### src/rtl/md_pkg.sv
// -----------------------------------------------------------------------------
// md_pkg
// Shared types for the MD position-read path.
//   particle_id_t  : particle index / particle count width
//   NUM_FILTER     : number of downstream filters fed by the read path
//   seq_state_t    : pos_read_sequencer FSM encoding, exported so monitors
//                    can decode the state register
// -----------------------------------------------------------------------------
package md_pkg;

  localparam int PARTICLE_ID_W = 8;
  localparam int NUM_FILTER    = 8;

  typedef logic [PARTICLE_ID_W-1:0] particle_id_t;

  localparam particle_id_t PID_ZERO = {PARTICLE_ID_W{1'b0}};
  localparam particle_id_t PID_ONE  = {{(PARTICLE_ID_W-1){1'b0}}, 1'b1};

  // Legacy-compatible raw encodings; the enum below reuses them.
  localparam logic [2:0] ST_IDLE      = 3'd0;
  localparam logic [2:0] ST_READ_NUM  = 3'd1;
  localparam logic [2:0] ST_WAIT_CNT  = 3'd2;
  localparam logic [2:0] ST_BCAST     = 3'd3;
  localparam logic [2:0] ST_NEXT_REF  = 3'd4;
  localparam logic [2:0] ST_PHASE_END = 3'd5;
  localparam logic [2:0] ST_FINISH    = 3'd6;

  typedef enum logic [2:0] {
    S_IDLE      = ST_IDLE,
    S_READ_NUM  = ST_READ_NUM,
    S_WAIT_CNT  = ST_WAIT_CNT,
    S_BCAST     = ST_BCAST,
    S_NEXT_REF  = ST_NEXT_REF,
    S_PHASE_END = ST_PHASE_END,
    S_FINISH    = ST_FINISH
  } seq_state_t;

  // True once the incremented reference index has walked past the last
  // home-cell particle. ref_next carries one extra bit so a full cell
  // cannot wrap the comparison.
  function automatic logic ref_exhausted(input logic [PARTICLE_ID_W:0] ref_next,
                                         input particle_id_t             home_cnt);
    return (ref_next > {1'b0, home_cnt});
  endfunction

endpackage

### src/rtl/pos_read_sequencer.sv
// -----------------------------------------------------------------------------
// pos_read_sequencer
// Walks one cell pass of the position memory: reads the cell header, waits for
// the home particle count, then for every half-shell phase broadcasts each
// home (reference) particle against neighbour indices 1..nb_max_count.
//
// Parameters
//   COUNT_WAIT   idle cycles after the header read before home_count is valid
//   NUM_PHASES   half-shell phases per cell pass
// Ports
//   clk, rst                 clock, asynchronous active-high reset
//   start                    one-cycle pulse, accepted only while idle
//   pause_req                downstream filter buffers almost full
//   home_count               home-cell particle count from the preprocessor
//   nb_max_count             largest neighbour-cell count for current phase
//   phase                    current half-shell phase
//   reading_particle_num     cell-header read strobe
//   pause_reading            pause_req delayed one cycle; freezes the walk
//   ref_id, particle_id      reference / neighbour particle indices
//   rd_en                    position memory read enable
//   busy, done               activity flag and one-cycle end-of-pass pulse
// All outputs come straight from flops.
// -----------------------------------------------------------------------------
module pos_read_sequencer
  import md_pkg::*;
#(
  parameter int unsigned COUNT_WAIT = 2,
  parameter int unsigned NUM_PHASES = 2
) (
  input  logic         clk,
  input  logic         rst,
  input  logic         start,
  input  logic         pause_req,
  input  particle_id_t home_count,
  input  particle_id_t nb_max_count,
  output logic         phase,
  output logic         reading_particle_num,
  output logic         pause_reading,
  output particle_id_t ref_id,
  output particle_id_t particle_id,
  output logic         rd_en,
  output logic         busy,
  output logic         done
);

  localparam int WCNT_W = (COUNT_WAIT < 2) ? 1 : $clog2(COUNT_WAIT + 1);

  seq_state_t          state_q, state_d;
  logic                phase_q, phase_d;
  particle_id_t        ref_q, ref_d;
  particle_id_t        pid_q, pid_d;
  particle_id_t        home_q, home_d;
  logic [WCNT_W-1:0]   wcnt_q, wcnt_d;
  logic                pause_q;
  logic                rnum_q;
  logic                rd_en_q;
  logic                busy_q;
  logic                done_q;

  logic                hold_s;
  logic                wait_last_s;
  logic                phase_last_s;
  logic [PARTICLE_ID_W:0] ref_inc_s;
  seq_state_t          after_ref_s;

  // IDLE and FINISH never stall so a pass can always be launched and closed.
  assign hold_s       = pause_q && (state_q != S_IDLE) && (state_q != S_FINISH);
  assign wait_last_s  = ((32'(wcnt_q) + 32'd1) >= COUNT_WAIT);
  assign phase_last_s = (NUM_PHASES <= 32'd1) || (32'(phase_q) >= (NUM_PHASES - 32'd1));
  assign ref_inc_s    = {1'b0, ref_q} + {{PARTICLE_ID_W{1'b0}}, 1'b1};
  // An empty neighbour set skips the broadcast state entirely.
  assign after_ref_s  = (nb_max_count == PID_ZERO) ? S_NEXT_REF : S_BCAST;

  // Next-state and counter update logic.
  always_comb begin
    state_d = state_q;
    phase_d = phase_q;
    ref_d   = ref_q;
    pid_d   = pid_q;
    home_d  = home_q;
    wcnt_d  = wcnt_q;

    if (hold_s) begin
      state_d = state_q;
    end else begin
      case (state_q)
        S_IDLE: begin
          if (start) begin
            state_d = S_READ_NUM;
            phase_d = 1'b0;
            ref_d   = PID_ZERO;
            pid_d   = PID_ZERO;
          end else begin
            state_d = S_IDLE;
          end
        end

        S_READ_NUM: begin
          state_d = S_WAIT_CNT;
          wcnt_d  = {WCNT_W{1'b0}};
        end

        S_WAIT_CNT: begin
          if (wait_last_s) begin
            // The header count is only fetched in phase 0; later phases
            // reuse the latched copy.
            if (!phase_q && (home_count == PID_ZERO)) begin
              home_d  = home_count;
              state_d = S_FINISH;
            end else begin
              if (!phase_q) begin
                home_d = home_count;
              end else begin
                home_d = home_q;
              end
              ref_d   = PID_ONE;
              pid_d   = PID_ONE;
              state_d = after_ref_s;
            end
          end else begin
            wcnt_d = wcnt_q + WCNT_W'(1);
          end
        end

        S_BCAST: begin
          // >= rather than == so a shrinking nb_max_count can never strand
          // the walk above the limit.
          if (pid_q >= nb_max_count) begin
            state_d = S_NEXT_REF;
          end else begin
            pid_d = pid_q + PID_ONE;
          end
        end

        S_NEXT_REF: begin
          pid_d = PID_ONE;
          if (ref_inc_s[PARTICLE_ID_W]) begin
            ref_d = ref_q;
          end else begin
            ref_d = ref_inc_s[PARTICLE_ID_W-1:0];
          end
          if (ref_exhausted(ref_inc_s, home_q)) begin
            state_d = S_PHASE_END;
          end else begin
            state_d = after_ref_s;
          end
        end

        S_PHASE_END: begin
          if (!phase_last_s) begin
            phase_d = ~phase_q;
            ref_d   = PID_ZERO;
            pid_d   = PID_ZERO;
            state_d = S_READ_NUM;
          end else begin
            state_d = S_FINISH;
          end
        end

        S_FINISH: begin
          state_d = S_IDLE;
          phase_d = 1'b0;
          ref_d   = PID_ZERO;
          pid_d   = PID_ZERO;
        end

        default: begin
          state_d = S_IDLE;
          phase_d = 1'b0;
          ref_d   = PID_ZERO;
          pid_d   = PID_ZERO;
        end
      endcase
    end
  end

  // State, counters and registered outputs. Strobes are derived from the
  // next state so they line up with the registered state; read strobes use
  // pause_req because it becomes pause_reading on this same edge.
  always_ff @(posedge clk or posedge rst) begin
    if (rst) begin
      state_q <= S_IDLE;
      phase_q <= 1'b0;
      ref_q   <= PID_ZERO;
      pid_q   <= PID_ZERO;
      home_q  <= PID_ZERO;
      wcnt_q  <= {WCNT_W{1'b0}};
      pause_q <= 1'b0;
      rnum_q  <= 1'b0;
      rd_en_q <= 1'b0;
      busy_q  <= 1'b0;
      done_q  <= 1'b0;
    end else begin
      state_q <= state_d;
      phase_q <= phase_d;
      ref_q   <= ref_d;
      pid_q   <= pid_d;
      home_q  <= home_d;
      wcnt_q  <= wcnt_d;
      pause_q <= pause_req;
      rnum_q  <= (state_d == S_READ_NUM) && !pause_req;
      rd_en_q <= ((state_d == S_READ_NUM) || (state_d == S_BCAST)) && !pause_req;
      busy_q  <= (state_d != S_IDLE);
      done_q  <= (state_d == S_FINISH);
    end
  end

  assign phase                = phase_q;
  assign reading_particle_num = rnum_q;
  assign pause_reading        = pause_q;
  assign ref_id               = ref_q;
  assign particle_id          = pid_q;
  assign rd_en                = rd_en_q;
  assign busy                 = busy_q;
  assign done                 = done_q;

endmodule

### config.mk
export PLATFORM = sky130hd
export DESIGN_NAME = pos_read_sequencer
export DESIGN_NICKNAME = d
export VERILOG_FILES = /design/src/rtl/md_pkg.sv /design/src/rtl/pos_read_sequencer.sv
export SDC_FILE = /design/constraint.sdc
export NUM_CORES = 1
export LEC_CHECK = 0
export CELL_PAD_IN_SITES_DETAIL_PLACEMENT = 0
export CELL_PAD_IN_SITES_GLOBAL_PLACEMENT = 2
export CORE_ASPECT_RATIO = 0.9
export CORE_MARGIN = 2
export CORE_UTILIZATION = 36
export CTS_BUF_LIST = sky130_fd_sc_hd__clkbuf_8
export CTS_CLUSTER_DIAMETER = 150
export DETAILED_ROUTE_END_ITERATION = 16
export GPL_TIMING_DRIVEN = 1
export PLACE_DENSITY_LB_ADDON = 0.1
export SKIP_CTS_REPAIR_TIMING = 1
export SYNTH_ARGS = -nofsm -noshare
export SYNTH_HDL_FRONTEND = slang
export SYNTH_SLANG_ARGS = --single-unit
### constraint.sdc
create_clock -name clk -period 4.85 [get_ports clk]
set_input_delay 0.485 -clock clk [delete_from_list [all_inputs] [get_ports clk]]
set_output_delay 0.485 -clock clk [all_outputs]
set_load 0.05 [all_outputs]
==> summary.md, run 1 <==
| Metric | Value |
|---|---|
| WL per Instance | 14.6 um |
| Start point of the critical path | ref_id[0] |
| Root Driver | clkbuf_8 |
| Total design power | 1340 uW |
| Syn_nets | 308 |
| Slew Limit Headroom | 55.2% |
| CTS Buffer Depth | 2 |
| Global Route Usage Sum | 17.1% |
| Final setup fails | 0 |
| Initial antenna violation count | 0 |
| CORE AREA | 0.00662 mm^2 |
| Hold WC Path Type | flop to flop |
| Worst path slowest cell | dfrtp_1 |
| Clk sinks | 35 |
| Layout Skew | 0.00855 ns |
| Fin. Hold Viols | 0 |
| Die Height | 82.5 um |
| Part of the Yosys area used for sequential elements | 35.5% |
| Synth unique cells | 56 |
| Area delta synth->final | 22.6% |
| Vias per cell | 5.18 |
| Max stage delay on crit path | 0.49 ns |
| Half-perimeter wire length after placement | 4530 um |
| DRT iter0 DRCs | 81 |
| Final Cycle Share | 59.2% |
| Worst Tran Pin Value | 0.667 ns |
| LEAKAGE | 0.00137 uW |
| DIE AREA | 0.00753 mm^2 |
| Worst-skew pair later-pin latency | 0.29 ns |
| Worst-path maximum fanout | 7 |
| Remaining DRCs | 0 |
| Die width | 91.3 um |
| Via count | 2081 |
| First-pass GRT wire length | 10000 um |
| Mapped Avg Cell Area | 9.17 um^2 |
| Vias in the first global route | 2032 |
| Crit end category | flop |
| WL final | 5870 um |
| Place WS | 1.73 ns |
| CP most frequent cell | a21oi_1 |
| Post-Place Cells | 394 |
| Final WS setup | 1.98 ns |
| Initial Util | 37.3% |
| CP startpoint kind | flop |
| Top_reg_cell synth | dfrtp_1 |
| TritonCTS clock tree | yes |
| RSZ-0062 raised after global routing | false |
| Clk slew on worst S/H paths | 0.08 ns |
| WP data required | 5.03 ns |
| Synthesized flop and latch total | 35 |
| Final RePlAce weighted congestion | 0.786 |
| Share of layout cells above drive strength 1 | 11.5% |
| Routed Antenna Nets | 0 |
| Crit path DAT | 3.05 ns |
| Power Dens Cells | 443 mW/mm^2 |
| Largest net degree at the start of global routing | 36 |
| Hold slack final | 0.485 ns |
| Critical Path, Cell by Cell | ha_1 > nand2_1 > nor2_1 > xor2_1 > ha_1 > a21oi_1 > o221ai_1 > o211ai_1 > a21oi_1 > a21oi_1 > inv_1 > and4b_1 |
| Highest Clock Rate | 348 MHz |
| PortBufs | 41 |
| Fin nets | 350 |
| VDD IR max | 187 uV |
| Max-slew violations | 0 |
| Post-layout min period | 2.87 ns |
| Setup tns final | 0 ns |
| Pre-Repair DR Iteration Count | 4 |
| Row Count | 28 |
| Global route total overflow | 0 |
| Number of synthesized flops with an enable pin | 0 |
| Ys Warns | 0 |
| Non-filler cells, final | 402 |
| Setup CP Type | flop to flop |
| Post-synth ARST share | 100% |
| Max Cap Violations | 0 |
| Post-synthesis cell count | 269 |
| Number of fill cells in the layout | 665 |
| Mapped Area | 0.00247 mm^2 |
| Hold Startpoint | wcnt_q[1] |
| Reg-to-Reg Start | ref_id[0] |
| Num CTS Buffers | 5 |
| Status | complete, no violations |
| Io pins | 42 |
| H-tree Lvls | 2 |
| N_diodes | 0 |
-- cell type report --
class	instances	area [um^2]	area share, %
Tap cell	90	113	3.72
Sequential cell	35	876	29.0
Multi-Input combinational cell	198	1430	47.2
Clock buffer	5	68.8	2.28
Timing Repair Buffer	42	418	13.8
Clock inverter	3	12.5	0.414
Inverter	29	109	3.60
-- layer usage --
layer  wire, um  up-vias  track usage, %
met5          0        -               0
met4         53        0            4.85
met3        301        4            3.99
met2       2560       51            27.9
met1       2950      977            22.9
li1           -     1049               -
-- critical path: cells and delay by family (launching register included) --
kind            cells  cell delay, ns
compound gates      5            0.99
fa+ha+maj           2            0.54
flops               1            0.49
simple gates        3            0.42
xor+xnor            1            0.22
buf+inv             1            0.10
-- per-stage QoR --
step,util [%],cell area (um^2)
finish,45.7,3020
floorplan,-,2470
global placement,44.4,2940
global route,45.7,3020
detailed placement,44.4,2940
CTS,45.7,3020
-- cell usage after synthesis, types with 2 or more instances --
cell	instances	share of area (%)
a211oi_1	3	0.91
a21o_1	4	1.2
a21oi_1	16	3.2
and2_2	2	0.61
and2b_2	2	0.71
and3_1	3	0.76
buf_6	2	0.91
clkbuf_1	3	0.46
dfrtp_1	35	35
ha_1	19	9.6
inv_1	29	4.4
mux2_2	14	6.4
mux2i_1	3	1.2
nand2_1	22	3.3
nand2b_1	2	0.51
nand3_1	10	2.0
nand4_1	4	1.0
nor2_1	20	3.0
nor2b_1	6	1.5
nor3_1	4	0.81
nor4_1	3	0.76
o2111ai_1	2	0.71
o21a_1	3	0.91
o21ai_0	15	3.0
o221ai_1	2	0.71
o31ai_1	2	0.61
or3_1	2	0.51
or3_2	2	0.61
or4_1	3	0.91
xnor2_1	2	0.71
xor2_1	5	1.8
-- state kept, by name (all words and copies together) (netlist names) --
signal and flops:
home_q 8, state_q 3, particle_id 8, wcnt_q 2
phase 1, busy 1, ref_id 8, done 1
rd_en 1, pause_reading 1, reading_particle_num 1
-- report_power, final --
group / total (uW) / internal [uW] / switching, uW
Sequential: 450 / 366 / 84.5
Combinational: 685 / 290 / 395
Clock: 205 / 96.7 / 108
-- cells in the final DEF, fill, tap and decap left out, types with 2 or more instances in the layout --
master / n
o2111ai_1: 2
and3_1: 3
nand2_1: 22
clkdlybuf4s50_1: 41
mux2i_1: 3
a21oi_1: 16
inv_1: 31
or4_1: 3
clkbuf_8: 5
nand4_1: 4
and2_2: 2
o31ai_1: 2
nor3_1: 4
o21a_1: 3
nand3_1: 10
xnor2_1: 2
a211oi_1: 3
or3_2: 2
nor4_1: 3
nand2b_1: 2
or3_1: 2
a21o_1: 4
dfrtp_1: 35
and2b_2: 2
nor2_1: 20
nor2b_1: 6
ha_1: 19
o21ai_0: 15
o221ai_1: 2
xor2_1: 5
mux2_2: 14
-- kinds of logic (layout without fill, tap and decap cells) --
kind of cell | after synthesis | after routing | synth area share [%]
flip-flops | 35 | 35 | 35.5
XOR/XNOR | 7 | 7 | 2.48
multiplexers | 17 | 17 | 7.61
adder cells (fa/ha/maj) | 19 | 19 | 9.63
AO/OA/AOI/OAI | 62 | 62 | 18.3
AND/OR/NAND/NOR | 93 | 93 | 19.8
buffers and inverters | 36 | 79 | 6.64
-- worst paths after layout --
| kind | cells after the start | slack, ns | endpoint |
|---|---|---|---|
| worst min register to register | 2 | 0.49 | wcnt_q[1] |
| max in group asynchronous | 3 | 3.91 | home_q[2] |
| worst min-delay path | 2 | 0.49 | wcnt_q[1] |
| min in group asynchronous | 3 | 0.61 | ref_id[3] |
| worst max-delay path | 12 | 1.98 | done |
| worst max register to register | 12 | 1.98 | done |
Power figures use the tool's default switching activity.
==> inputs of run 2 (changes only) <==
Settings changed: CORE_UTILIZATION 36 to 30.
Clock period 4.85 ns to 2.4 ns, I/O delays scaled along.
==> run 2 against run 1 <==
  * The flow now finishes with violations (negative setup slack)
  * Hold slack lost 0.13 ns
  * Die area grew 19%
  * Combinational power grew to 2.7 times the previous value
  * Clock skew shrank 0.0012 ns
  * Flip-flop and latch count is the same
  * Global-route usage shrank 0.97 points
  * Worst setup slack lost 2.2 ns
  * Core utilization shrank 0.45 points
  * Routed wire length grew 17%
  * Critical path type is now input port to flop
  * Critical endpoint is now particle_id[7]
==> summary.md, run 2 (synthesis results as in run 1) <==
| Metric | Value |
|---|---|
| Crit end category | flop |
| Worst-skew pair later-pin latency | 0.30 ns (about the same) |
| Global route total overflow | 0 (unchanged) |
| Max Cap Violations | 0 (unchanged) |
| Setup tns final | -0.379 ns (-0.379 ns) |
| Clk sinks | 35 (unchanged) |
| Max stage delay on crit path | 0.56 ns (+0.07 ns) |
| Fin nets | 401 (+15%) |
| H-tree Lvls | 2 (unchanged) |
| Hold slack final | 0.355 ns (-0.131 ns) |
| Setup CP Type | input port to flop |
| Vias per cell | 4.93 (-4.7%) |
| Largest net degree at the start of global routing | 36 (unchanged) |
| Pre-Repair DR Iteration Count | 4 (unchanged) |
| Global Route Usage Sum | 16.1% (-0.97 points) |
| Bufs and invs on worst path | 2 (+1) |
| Worst-path maximum fanout | 6 (-1) |
| Io pins | 42 (unchanged) |
| Total design power | 3280 uW (+140%) |
| VDD IR max | 603 uV (+220%) |
| TritonCTS clock tree | yes |
| Violated checks | negative setup slack |
| Most frequent cells in the layout | buf_4, clkdlybuf4s50_1, dfrtp_1, inv_1, nand2_1 |
| Row Count | 31 (+11%) |
| Final WS setup | -0.184 ns (-2.16 ns) |
| DIE AREA | 0.00897 mm^2 (+19%) |
| Post-route cell area | 0.00363 mm^2 (+20%) |
| Power Dens Cells | 902 mW/mm^2 (+100%) |
| WL final | 6870 um (+17%) |
| WL per Instance | 14.9 um (+1.9%) |
| Vias in the first global route | 2278 (+12%) |
| Post-layout min period | 2.58 ns |
| Hold WC Path Type | input port to asynchronous set/reset pin |
| Fin. Hold Viols | 0 (unchanged) |
| Initial antenna violation count | 0 (unchanged) |
| Share of layout cells above drive strength 1 | 33.3% (+22 points) |
| Final RePlAce weighted congestion | 0.759 (-3.4%) |
| Final setup fails | 6 (+6) |
| RSZ-0062 raised after global routing | true |
| Die Height | 90.0 um (+9.1%) |
| CP startpoint kind | input port |
| Remaining DRCs | 0 (unchanged) |
| Commonest non-fill, non-tap cell in the layout | buf_4 |
| Area delta synth->final | 47.2% |
| Layout Skew | 0.00734 ns (-0.00122 ns) |
| Clk slew on worst S/H paths | 0.08 ns (about the same) |
| DRT iter0 DRCs | 69 (-15%) |
| Die width | 99.6 um (+9.1%) |
| Slew Limit Headroom | 64.8% (+9.6 points) |
| CORE AREA | 0.00803 mm^2 (+21%) |
| LEAKAGE | 0.00166 uW (+21%) |
| First-pass GRT wire length | 11400 um (+14%) |
| CTS Buffer Depth | 2 (unchanged) |
| Critical Path, Cell by Cell | clkdlybuf4s50_1 > ha_4 > nand2b_4 > a2111o_1 > a221oi_4 > buf_4 > o211ai_4 > or4_4 > a21oi_2 |
| Via count | 2279 (+9.5%) |
| N_diodes | 0 (unchanged) |
| Routed Antenna Nets | 0 (unchanged) |
| DP Area | 0.00336 mm^2 (+14%) |
| Root Driver | clkbuf_8 |
| Kind of cell adding the most delay to the critical path | compound AO/OA/AOI/OAI gates |
| Final Cycle Share | 108% |
| PortBufs | 41 (unchanged) |
| Num CTS Buffers | 5 (unchanged) |
| Half-perimeter wire length after placement | 5290 um (+17%) |
| Max-slew violations | 0 (unchanged) |
| Status | finished, violations left |
| Worst Tran Pin Value | 0.524 ns (-0.144 ns) |
| Highest Clock Rate | 387 MHz |
| Initial Util | 30.7% (-6.5 points) |
| WP data required | 2.63 ns (-2.40 ns) |
| Worst path slowest cell | or4_4 |
| Crit path DAT | 2.82 ns (-0.23 ns) |
run 2: changes by cell type in the layout (fill, tap and decap cells not counted), moves of 4 or more:
| cell | delta |
|---|---|
| buf_4 | +50 |
| a21oi_1 | -8 |
| a21oi_2 | +7 |
| dfrtp_1 | -7 |
| dfrtp_2 | +7 |
| inv_1 | -4 |
| xor2_1 | -4 |
| xor2_2 | +4 |
run 2: path summary, 6_finish.rpt:
kind	from	to	slack (ns)	cells after the start
min in group clk	pause_req	pause_reading	0.49	1
worst max register to register	particle_id[0]	particle_id[7]	-0.18	9
max in group asynchronous	rst	ref_id[0]	1.71	3
worst min-delay path	rst	ref_id[5]	0.35	3
worst min register to register	wcnt_q[0]	wcnt_q[0]	0.50	1
worst max-delay path	nb_max_count[0]	particle_id[7]	-0.18	9
run 2: power by group:
group / switching [uW] / total, uW / internal, uW
sequential: 105 / 848 / 743
combinational: 1030 / 1880 / 855
clock: 235 / 545 / 309
total: 1370 / 3280 / 1910
run 2: worst reg2reg max path, delay by kind of cell, from the launching register on:
kind / cells / cell delay (ns)
buf+inv: 2 / 0.25
simple gates: 2 / 0.68
fa+ha+maj: 1 / 0.18
flops: 1 / 0.43
compound gates: 4 / 0.96
run 2: layout make-up:
class	count	area, um^2
fillers	788	4400
multi-input cells	199	1610
flip-flops and latches	35	885
repair buffers	92	793
well taps	99	124
inverters	29	111
clock buffers	5	68.8
clock inverters	3	43.8
run 2: stage by stage:
step           setup slack, ns  instances  utilization, %
6_report                -0.184        462            45.2
5_1_grt                 -0.260        462            45.2
4_1_cts                 -0.160        457            43.3
3_5_place_dp            -0.358        449            41.9
3_3_place_gp            -0.331        449            41.9
2_1_floorplan          -0.0897        269               -
run 2: metal layers:
layer  global-route usage, %  vias up  share of wire, %
li1                        -     1142                 -
met1                    23.0     1085                50
met2                    24.8       46                45
met3                    3.27        6               3.7
met4                    4.11        0               1.1
met5                       0        -                 0
==> inputs of run 3 (changes only) <==
Settings changed: PLACE_DENSITY from default to 0.73, PLACE_DENSITY_LB_ADDON 0.1 to default.
==> run 3 against run 2 <==
  * The flow still finishes with violations (negative setup slack)
  * Cell area up 0.34%
  * Core utilization up 0.16 points
  * Critical path depth unchanged
  * Die area unchanged
  * Maximum frequency up 6.3%
  * Sequential power down 0.6%
  * Clock power down 18%
  * First-iteration DRC count up 12%
  * Global-route usage down 0.88 points
  * Flip-flop and latch count unchanged
  * Critical endpoint unchanged
  * Largest cell class unchanged
==> summary.md, run 3 (synthesis results as in run 1) <==
| Metric | Value |
|---|---|
| Max stage delay on crit path | 0.44 ns (-0.12 ns) |
| Vias per cell | 4.94 (+0.13%) |
| PortBufs | 41 (unchanged) |
| Global Route Usage Sum | 15.2% (-0.88 points) |
| Power Dens Cells | 860 mW/mm^2 (-4.6%) |
| CP startpoint kind | flop |
| Row Count | 31 (unchanged) |
| RSZ-0062 raised after global routing | true |
| Final Cycle Share | 101% (-6.4 points) |
| Vias in the first global route | 2214 (-2.8%) |
| Root Driver | clkbuf_8 |
| Final WS setup | -0.0309 ns (+0.153 ns) |
| Largest net degree at the start of global routing | 36 (unchanged) |
| Initial Util | 30.7% (unchanged) |
| DIE AREA | 0.00897 mm^2 (unchanged) |
| Footprint of the multi-input gates | 0.00166 mm^2 (+3.2%) |
| Crit path DAT | 2.65 ns (-0.17 ns) |
| Kind of cell adding the most delay to the critical path | compound AO/OA/AOI/OAI gates |
| Setup tns final | -0.0342 ns (+0.345 ns) |
| Clk sinks | 35 (unchanged) |
| Place WS | -0.366 ns (-0.00748 ns) |
| Area delta synth->final | 47.7% |
| Io pins | 42 (unchanged) |
| Fin util | 45.4% (+0.16 points) |
| Routed Antenna Nets | 0 (unchanged) |
| WL final | 6790 um (-1.2%) |
| Critical Path, Cell by Cell | inv_2 > ha_4 > nand2b_4 > a2111o_1 > a221oi_4 > buf_4 > o211ai_4 > or4_4 > a21oi_2 |
| Fin nets | 399 (-0.50%) |
| Max-slew violations | 0 (unchanged) |
| Register area | 885 um^2 (unchanged) |
| WP data required | 2.62 ns (about the same) |
| N_diodes | 0 (unchanged) |
| Bufs and invs on worst path | 2 (unchanged) |
| Worst Tran Pin Value | 0.503 ns (-0.0205 ns) |
| H-tree Lvls | 2 (unchanged) |
| Die width | 99.6 um (unchanged) |
| Number of fill cells in the layout | 786 (-0.25%) |
| Status | finished, violations left |
| Initial antenna violation count | 0 (unchanged) |
| Crit end category | flop |
| Share of layout cells above drive strength 1 | 33.5% (+0.18 points) |
| Worst-path maximum fanout | 6 (unchanged) |
| Most frequent cells in the layout | buf_4, clkdlybuf4s50_1, inv_1, dfrtp_1, nand2_1 |
| CORE AREA | 0.00803 mm^2 (unchanged) |
| Final setup fails | 2 (-4) |
| Die Height | 90.0 um (unchanged) |
| Half-perimeter wire length after placement | 5170 um (-2.3%) |
| WL per Instance | 14.8 um (-0.75%) |
| DRT iter0 DRCs | 77 (+12%) |
| First-pass GRT wire length | 11000 um (-3.5%) |
| VDD IR max | 414 uV (-31%) |
| Clk slew on worst S/H paths | 0.07 ns (about the same) |
| Total design power | 3140 uW (-4.3%) |
| Remaining DRCs | 0 (unchanged) |
| Pre-Repair DR Iteration Count | 4 (unchanged) |
| Setup CP Type | flop to flop |
| Layout Skew | 0.00372 ns (-0.00362 ns) |
| LEAKAGE | 0.00165 uW (-0.25%) |
| Worst-skew pair later-pin latency | 0.29 ns (about the same) |
| Via count | 2272 (-0.31%) |
| Global route total overflow | 0 (unchanged) |
| Num CTS Buffers | 5 (unchanged) |
| Non-filler cells, final | 460 (-0.43%) |
| Worst path slowest cell | or4_4 |
| Max Cap Violations | 0 (unchanged) |
| Slew Limit Headroom | 66.3% (+1.6 points) |
| TritonCTS clock tree | yes |
| Highest Clock Rate | 411 MHz (+6.3%) |
| Post-layout min period | 2.43 ns (-0.153 ns) |
| Post-Place Cells | 444 (-1.1%) |
| Violated checks | negative setup slack |
| Hold WC Path Type | input port to asynchronous set/reset pin |
| Final RePlAce weighted congestion | 0.868 (+14%) |
| Fin. Hold Viols | 0 (unchanged) |
| CTS Buffer Depth | 2 (unchanged) |
| Commonest non-fill, non-tap cell in the layout | buf_4 |
-- run 3: cell count changes in the layout (fill, tap and decap cells not counted), sizes merged --
cell	previous run	this run
clkbuf	5	6
buf	51	49
bufinv	1	0
clkinv	2	1
inv	29	30
-- run 3: per-layer routing --
layer	vias to the layer above	share of wire, %	GRT usage, %
met1	1086	52	22.3
met4	0	1.4	4.22
met5	-	0	0
li1	1140	-	-
met2	39	44	22.7
met3	7	3.1	2.95
-- run 3: tightest hold or removal path: stages --
cell and delay (ns):
clkdlybuf4s50_1 0.40, inv_1 0.05, buf_4 0.40
-- run 3: area by class of cell --
cell class / count / area share [%]
clock inverters: 2 / 0.240
well taps: 99 / 3.40
inverters: 29 / 2.99
multi-input cells: 199 / 45.5
flip-flops and latches: 35 / 24.3
repair buffers: 90 / 21.4
clock buffers: 6 / 2.27
-- run 3: worst paths after layout --
path / startpoint / end / slack [ns] / cells past startpoint
setup / recovery: particle_id[0] / particle_id[7] / -0.03 / 9
hold / removal: rst / ref_id[3] / 0.36 / 3
setup reg to reg: particle_id[0] / particle_id[7] / -0.03 / 9
hold reg to reg: wcnt_q[1] / wcnt_q[1] / 0.48 / 2
max in group asynchronous: rst / particle_id[1] / 1.70 / 3
min in group clk: wcnt_q[1] / wcnt_q[1] / 0.48 / 2
-- run 3: stage by stage --
step	area (um^2)	hold slack, ns
2_1_floorplan	2530	0.271
5_1_grt	3640	0.416
4_1_cts	3410	0.372
3_3_place_gp	3320	0.465
3_5_place_dp	3320	0.470
6_report	3640	0.358
-- run 3: report_power, final --
group	internal [uW]	switching [uW]
Combinational	833	1010
Clock	228	220
Sequential	743	100
Total	1800	1330
